--- src/rtl/arcade_input_ctrl.sv ---
// arcade_input_ctrl: merges PS/2 key events and hps_io joysticks per player.
// Define AUTOFIRE_EN to add per-button autofire gated by a shared phase.
module arcade_input_ctrl #(
  parameter int PLAYERS     = 2,
  parameter int BUTTONS     = 3,
  parameter int COIN_CYCLES = 500000
`ifdef AUTOFIRE_EN
  ,
  parameter int AUTOFIRE_DIV = 200000
`endif
) (
  input  logic                         clock,
  input  logic                         reset,
  input  logic [10:0]                  ps2_key,
  input  logic [32*PLAYERS-1:0]        joystick,
`ifdef AUTOFIRE_EN
  input  logic [BUTTONS*PLAYERS-1:0]   autofire_mask,
`endif
  output logic [PLAYERS-1:0]           up,
  output logic [PLAYERS-1:0]           down,
  output logic [PLAYERS-1:0]           left,
  output logic [PLAYERS-1:0]           right,
  output logic [BUTTONS*PLAYERS-1:0]   buttons,
  output logic [PLAYERS-1:0]           start,
  output logic [PLAYERS-1:0]           coin,
  output logic [PLAYERS-1:0]           pause,
  output logic [PLAYERS-1:0]           service
);

  localparam int KW = 8 + BUTTONS;
  localparam int KP = (PLAYERS > 1) ? 2 : 1;
  localparam int CI = 5 + BUTTONS;
  localparam logic [23:0] COIN_LOAD = 24'(COIN_CYCLES);

  logic [7:0]                   code;
  logic                         ext;
  logic                         toggle_q, toggle_d;
  logic                         evt;
  logic [1:0][13:0]             sel;
  logic [KP-1:0][KW-1:0]        key_q, key_d;
  logic [PLAYERS-1:0][KW-1:0]   key_all;
  logic [PLAYERS-1:0][KW-1:0]   raw;
  logic [PLAYERS-1:0]           coin_raw_q, coin_raw_d;
  logic [PLAYERS-1:0][23:0]     cnt_q, cnt_d;
  logic [PLAYERS-1:0][KW-1:0]   out_q, out_d;
  logic [PLAYERS-1:0]           unused_joy;
  logic                         unused_sel;

  assign code     = ps2_key[7:0];
  assign ext      = ps2_key[8];
  assign toggle_d = ps2_key[10];
  assign evt      = (ps2_key[10] != toggle_q) && !reset;

  // sel layout: [3:0] R/L/D/U, [9:4] buttons 0-5, [13:10] start/coin/pause/service
  always_comb begin
    sel = '0;
    unique case (1'b1)
      (code == 8'h75) &&  ext: sel[0][3]  = 1'b1;
      (code == 8'h72) &&  ext: sel[0][2]  = 1'b1;
      (code == 8'h6B) &&  ext: sel[0][1]  = 1'b1;
      (code == 8'h74) &&  ext: sel[0][0]  = 1'b1;
      (code == 8'h14):         sel[0][4]  = 1'b1;
      (code == 8'h11):         sel[0][5]  = 1'b1;
      (code == 8'h29) && !ext: sel[0][6]  = 1'b1;
      (code == 8'h12) && !ext: sel[0][7]  = 1'b1;
      (code == 8'h1A) && !ext: sel[0][8]  = 1'b1;
      (code == 8'h22) && !ext: sel[0][9]  = 1'b1;
      (code == 8'h16) && !ext: sel[0][10] = 1'b1;
      (code == 8'h2E) && !ext: sel[0][11] = 1'b1;
      (code == 8'h4D) && !ext: sel[0][12] = 1'b1;
      (code == 8'h46) && !ext: sel[0][13] = 1'b1;
      (code == 8'h2D) && !ext: sel[1][3]  = 1'b1;
      (code == 8'h2B) && !ext: sel[1][2]  = 1'b1;
      (code == 8'h23) && !ext: sel[1][1]  = 1'b1;
      (code == 8'h34) && !ext: sel[1][0]  = 1'b1;
      (code == 8'h1C) && !ext: sel[1][4]  = 1'b1;
      (code == 8'h1B) && !ext: sel[1][5]  = 1'b1;
      (code == 8'h15) && !ext: sel[1][6]  = 1'b1;
      (code == 8'h1D) && !ext: sel[1][7]  = 1'b1;
      (code == 8'h24) && !ext: sel[1][8]  = 1'b1;
      (code == 8'h2C) && !ext: sel[1][9]  = 1'b1;
      (code == 8'h1E) && !ext: sel[1][10] = 1'b1;
      (code == 8'h36) && !ext: sel[1][11] = 1'b1;
      (code == 8'h45) && !ext: sel[1][13] = 1'b1;
      default: ;
    endcase
  end

  assign unused_sel = ^sel;

  always_comb begin
    key_d = key_q;
    for (int p = 0; p < KP; p++) begin
      for (int i = 0; i < 4; i++)
        if (evt && sel[p][i])
          key_d[p][i] = ps2_key[9];
      for (int k = 0; k < BUTTONS; k++)
        if (evt && sel[p][4+k])
          key_d[p][4+k] = ps2_key[9];
      for (int j = 0; j < 4; j++)
        if (evt && sel[p][10+j])
          key_d[p][4+BUTTONS+j] = ps2_key[9];
    end
  end

  for (genvar p = 0; p < PLAYERS; p++) begin : g_raw
    if (p < KP) begin : g_kb
      assign key_all[p] = key_q[p];
    end else begin : g_nokb
      assign key_all[p] = '0;
    end
    assign raw[p] = joystick[32*p +: KW] | key_all[p];
    assign unused_joy[p] = ^joystick[32*p+KW +: 32-KW];
  end

`ifdef AUTOFIRE_EN
  logic [31:0] div_q, div_d;
  logic        phase_q, phase_d;

  always_comb begin
    div_d   = div_q + 32'd1;
    phase_d = phase_q;
    if (div_q == 32'(AUTOFIRE_DIV - 1)) begin
      div_d   = '0;
      phase_d = ~phase_q;
    end
  end

  always_ff @(posedge clock) begin
    if (reset) begin
      div_q   <= '0;
      phase_q <= 1'b0;
    end else begin
      div_q   <= div_d;
      phase_q <= phase_d;
    end
  end
`endif

  // coin counter reloads on every rising edge; output tracks the next count
  always_comb begin
    for (int p = 0; p < PLAYERS; p++) begin
      coin_raw_d[p] = raw[p][CI];
      if (coin_raw_d[p] && !coin_raw_q[p])
        cnt_d[p] = COIN_LOAD;
      else if (cnt_q[p] != 24'd0)
        cnt_d[p] = cnt_q[p] - 24'd1;
      else
        cnt_d[p] = cnt_q[p];
      out_d[p]     = raw[p];
      out_d[p][CI] = (cnt_d[p] != 24'd0);
`ifdef AUTOFIRE_EN
      for (int k = 0; k < BUTTONS; k++)
        if (autofire_mask[BUTTONS*p+k])
          out_d[p][4+k] = raw[p][4+k] & phase_q;
`endif
    end
  end

  always_ff @(posedge clock) begin
    toggle_q <= toggle_d;
    if (reset) begin
      key_q      <= '0;
      coin_raw_q <= '0;
      cnt_q      <= '0;
      out_q      <= '0;
    end else begin
      key_q      <= key_d;
      coin_raw_q <= coin_raw_d;
      cnt_q      <= cnt_d;
      out_q      <= out_d;
    end
  end

  for (genvar p = 0; p < PLAYERS; p++) begin : g_out
    assign right[p]   = out_q[p][0];
    assign left[p]    = out_q[p][1];
    assign down[p]    = out_q[p][2];
    assign up[p]      = out_q[p][3];
    assign buttons[BUTTONS*p +: BUTTONS] = out_q[p][4 +: BUTTONS];
    assign start[p]   = out_q[p][4+BUTTONS];
    assign coin[p]    = out_q[p][5+BUTTONS];
    assign pause[p]   = out_q[p][6+BUTTONS];
    assign service[p] = out_q[p][7+BUTTONS];
  end

endmodule

--- config.mk ---
export PLATFORM = sky130hd
export DESIGN_NAME = arcade_input_ctrl
export DESIGN_NICKNAME = d
export VERILOG_FILES = /design/src/rtl/arcade_input_ctrl.sv
export SDC_FILE = /design/constraint.sdc
export NUM_CORES = 1
export LEC_CHECK = 0
export CORE_MARGIN = 1
export CORE_UTILIZATION = 35
export DETAILED_ROUTE_END_ITERATION = 16
export GPL_ROUTABILITY_DRIVEN = 0
export HOLD_SLACK_MARGIN = 0.03
export SETUP_SLACK_MARGIN = 0.15
export SYNTH_ARGS = -nofsm -noshare
export SYNTH_HDL_FRONTEND = slang
export SYNTH_SLANG_ARGS = --single-unit
--- constraint.sdc ---
create_clock -name clock -period 2.81 [get_ports clock]
set_input_delay 0.562 -clock clock [delete_from_list [all_inputs] [get_ports clock]]
set_output_delay 0.562 -clock clock [all_outputs]
set_load 0.02 [all_outputs]
==> results of run 1 <==
## what timing repair did
item | 4_1_cts | 5_1_grt
endpoints found under the setup margin | 0 | 2
gates resized for setup | 0 | 8
setup buffers | 0 | 1
## per-stage QoR
step / total power, mW / setup slack [ns] / area (um^2) / util
2_1_floorplan: 2.37 / 0.391 / 4480 / -
6_report: 3.88 / 0.319 / 5660 / 0.461
5_1_grt: 4.11 / 0.181 / 5660 / 0.461
3_3_place_gp: 2.73 / 0.201 / 5350 / 0.436
3_5_place_dp: 2.75 / 0.216 / 5350 / 0.436
4_1_cts: 3.88 / 0.186 / 5610 / 0.458
## registers in the layout (all words and copies together) (netlist names)
signal	cells
toggle_q	1
coin	2
cnt_q	48
pause	2
buttons	6
coin_raw_q	2
service	2
down	2
key_all	21
right	2
start	2
left	2
up	2
## power by group
part / switching [mW] / total, mW / internal (mW)
Combinational: 0.663 / 1.21 / 0.544
Sequential: 0.128 / 1.57 / 1.44
Clock: 0.513 / 1.11 / 0.598
Total: 1.30 / 3.88 / 2.58
## cells by family (layout without fill, tap and decap cells)
group | after synthesis | after routing | synth area share
compound gates | 59 | 59 | 0.0821
xor+xnor | 36 | 36 | 0.0704
fa+ha+maj | 5 | 5 | 0.0134
buf+inv | 29 | 105 | 0.0246
flops | 94 | 94 | 0.420
mux | 20 | 20 | 0.0449
simple gates | 303 | 303 | 0.345
## worst max-delay path, cell delays in order (launching register included)
cell and delay [ns]:
dfxtp_1 0.38, nor4_2 0.37, nand4_1 0.26, a2111oi_2 0.43
mux2i_1 0.36, nand3_1 0.12, nor4_1 0.29, a31oi_1 0.14
## cells in the mapped netlist (all sizes together) (3+ instances only)
cell      n  area (um^2)
xor2      9         78.8
a31oi     6         37.5
nand4    13         81.3
inv      10         37.5
nand3    20          100
xnor2    27          236
nor3b     6         45.0
and2      3         18.8
and4      3         26.3
nand3b    7         56.3
dfxtp    94         1880
and3      5         31.3
or2       6         37.5
nor3     17          101
a21oi    27          135
mux2i    19          190
nand2    39          146
nor2b     8         50.1
nor4b     4         41.3
nor2    127          477
nor4     22          163
or3       8         50.1
a211oi    3         22.5
clkbuf   18         67.6
o21ai    10         61.3
or4       7         60.1
nand2b    5         31.3
ha        4         50.1
## layout make-up
cell class | instances | area (um^2) | share of cell area
tap | 168 | 210 | 0.0372
timing repair buffer | 80 | 736 | 0.130
inverter | 10 | 37.5 | 0.00664
sequential | 94 | 1880 | 0.333
clock inverter | 5 | 35.0 | 0.00619
multi-input combinational | 423 | 2530 | 0.447
clock buffer | 10 | 229 | 0.0405
## routing by layer
layer  vias up  part of all wire
li1       2052                 -
met1      1899              0.47
met4         0             0.021
met5         -                 0
met3        18             0.063
met2       103              0.44
## how the worst min path moves through the flow
stage	depth (start not counted)	start	to	slack, ns
after detailed placement	2	key_all[4]	key_all[4]	0.45
after global routing	2	key_all[4]	key_all[4]	0.49
final	2	key_all[4]	key_all[4]	0.46
after global placement	2	key_all[0]	key_all[0]	0.45
after CTS	2	key_all[4]	key_all[4]	0.46
after floorplan	2	key_all[9]	pause[0]	0.43
==> impl_metrics.json, run 1 <==
{
  "result_of_the_run": "complete, no violations",
  "synth_cells": 546,
  "rsz0062_at_grt": "no",
  "fmaxAchievable_ghz": 0.401,
  "synth_seq_area_share": 0.420,
  "endpoint_kind": "flip-flop",
  "nature_of_the_critical_path_startpoint": "flip-flop",
  "drt_pre_antenna_iters": 5,
  "htree_levels": 3,
  "grt_use_met2": 0.278,
  "insertedDiodeCount": 0,
  "numPlacedInstances": 774,
  "area_growth_pct": 26.2,
  "drt-total-wl_um": 10900,
  "async_reset_ff_frac": 0,
  "route.detailed.wl_per_inst_um": 13.8,
  "report.final.setup_viol": 0,
  "worst_skew_pair.late_latency_ns": 0.34,
  "drive_above_1_share": 0.0997,
  "dieArea_mm2": 0.0133,
  "period_needed_ns": 2.49,
  "slew_hr": 0.501,
  "cts-buffers-inserted": 9,
  "routed_via_density": 5.15,
  "busiest_layer": "met2",
  "routed-via-count": 4072,
  "totalNegativeSetupSlack_ns": 0,
  "worst_pin_slew_ns": 0.746,
  "filler_cells_inserted": 1202,
  "use_met3": 0.0527,
  "max-vdd-ir-drop_uv": 384,
  "clock_tree_from_tritoncts": "done",
  "fin_skew_ns": 0.00670,
  "synth.net_count": 627,
  "number_of_maximum_capacitance_constraint_violations": 0,
  "layout.nets": 699,
  "timing.hold.worst.class": "flip-flop to flip-flop",
  "cts_hold_repair.buffers": 0,
  "globalRoute.totalOverflow": 0,
  "hold-worst-slack_ns": 0.456,
  "gr-usage-met1": 0.222,
  "number_of_design_rule_violations_left_by_the_first_detailed_router_iteration": 290,
  "dominantRegCellSynth": "dfxtp_1",
  "syn_area_mm2": 0.00448,
  "final-hold-violation-count": 0,
  "avgSynthCellArea_um2": 8.21,
  "coreArea_mm2": 0.0123,
  "synth_seq_cells": 94,
  "yosys_warnings": 0,
  "dieHeight_um": 115,
  "launch_point_of_the_worst_reg_to_reg_path": "cnt_q[9]",
  "static-leakage-power_nw": 2.17,
  "placement.io_buffers": 56,
  "number_of_antenna_violations_at_the_first_check_in_global_routing": 0,
  "leading_cell_type_in_the_layout_fill_and_taps_excluded": "nor2_1",
  "grt_max_degree": 40,
  "final.period_utilization": 0.887,
  "width_of_the_die_um": 115,
  "setup.worst_path.start": "cnt_q[9]",
  "root_buffer": "clkbuf_16",
  "rr_worst_depth": 7,
  "worstSetupPathType": "flip-flop to flip-flop",
  "final_antenna_net_count": 0,
  "netlist-cell-type-count": 53,
  "post-route-drc-count": 0,
  "layout_common_cells": "nor2_1 (127), dfxtp_1 (94), clkdlybuf4s50_1 (55)",
  "grt_first_pass_wirelength_um": 18200,
  "critical_r2r_capture": "coin[0]",
  "grt_util_all_layers": 0.175,
  "clk_pin_slew_ns": 0.07,
  "max_slew_violation_count": 0,
  "timing.critical_path.to": "coin[0]",
  "power_density_mw_per_mm2": 687,
  "cts_sinks": 94,
  "cts_buffer_depth": 2,
  "hpwlAfterDp_um": 8020,
  "r2r_slack_ns": 0.32,
  "crit_path_max_fanout": 7,
  "crit_required_ns": 3.01,
  "ios": 99,
  "layoutNonFillerInstCount": 790,
  "std_cell_rows": 40,
  "grt_pass1_vias": 3853,
  "synth-edff-count": 0,
  "timing.critical_path.arrival_ns": 2.69,
  "starting_utilization_of_the_core_area": 0.366
}
Note: power is estimated with default switching activity, not from simulation.
==> run 2, diff against run 1 <==
CTS_CLUSTER_DIAMETER = 60   (was unset)
==> results of run 2 <==
The final DEF is identical to that of run 1; final timing and power are the same.
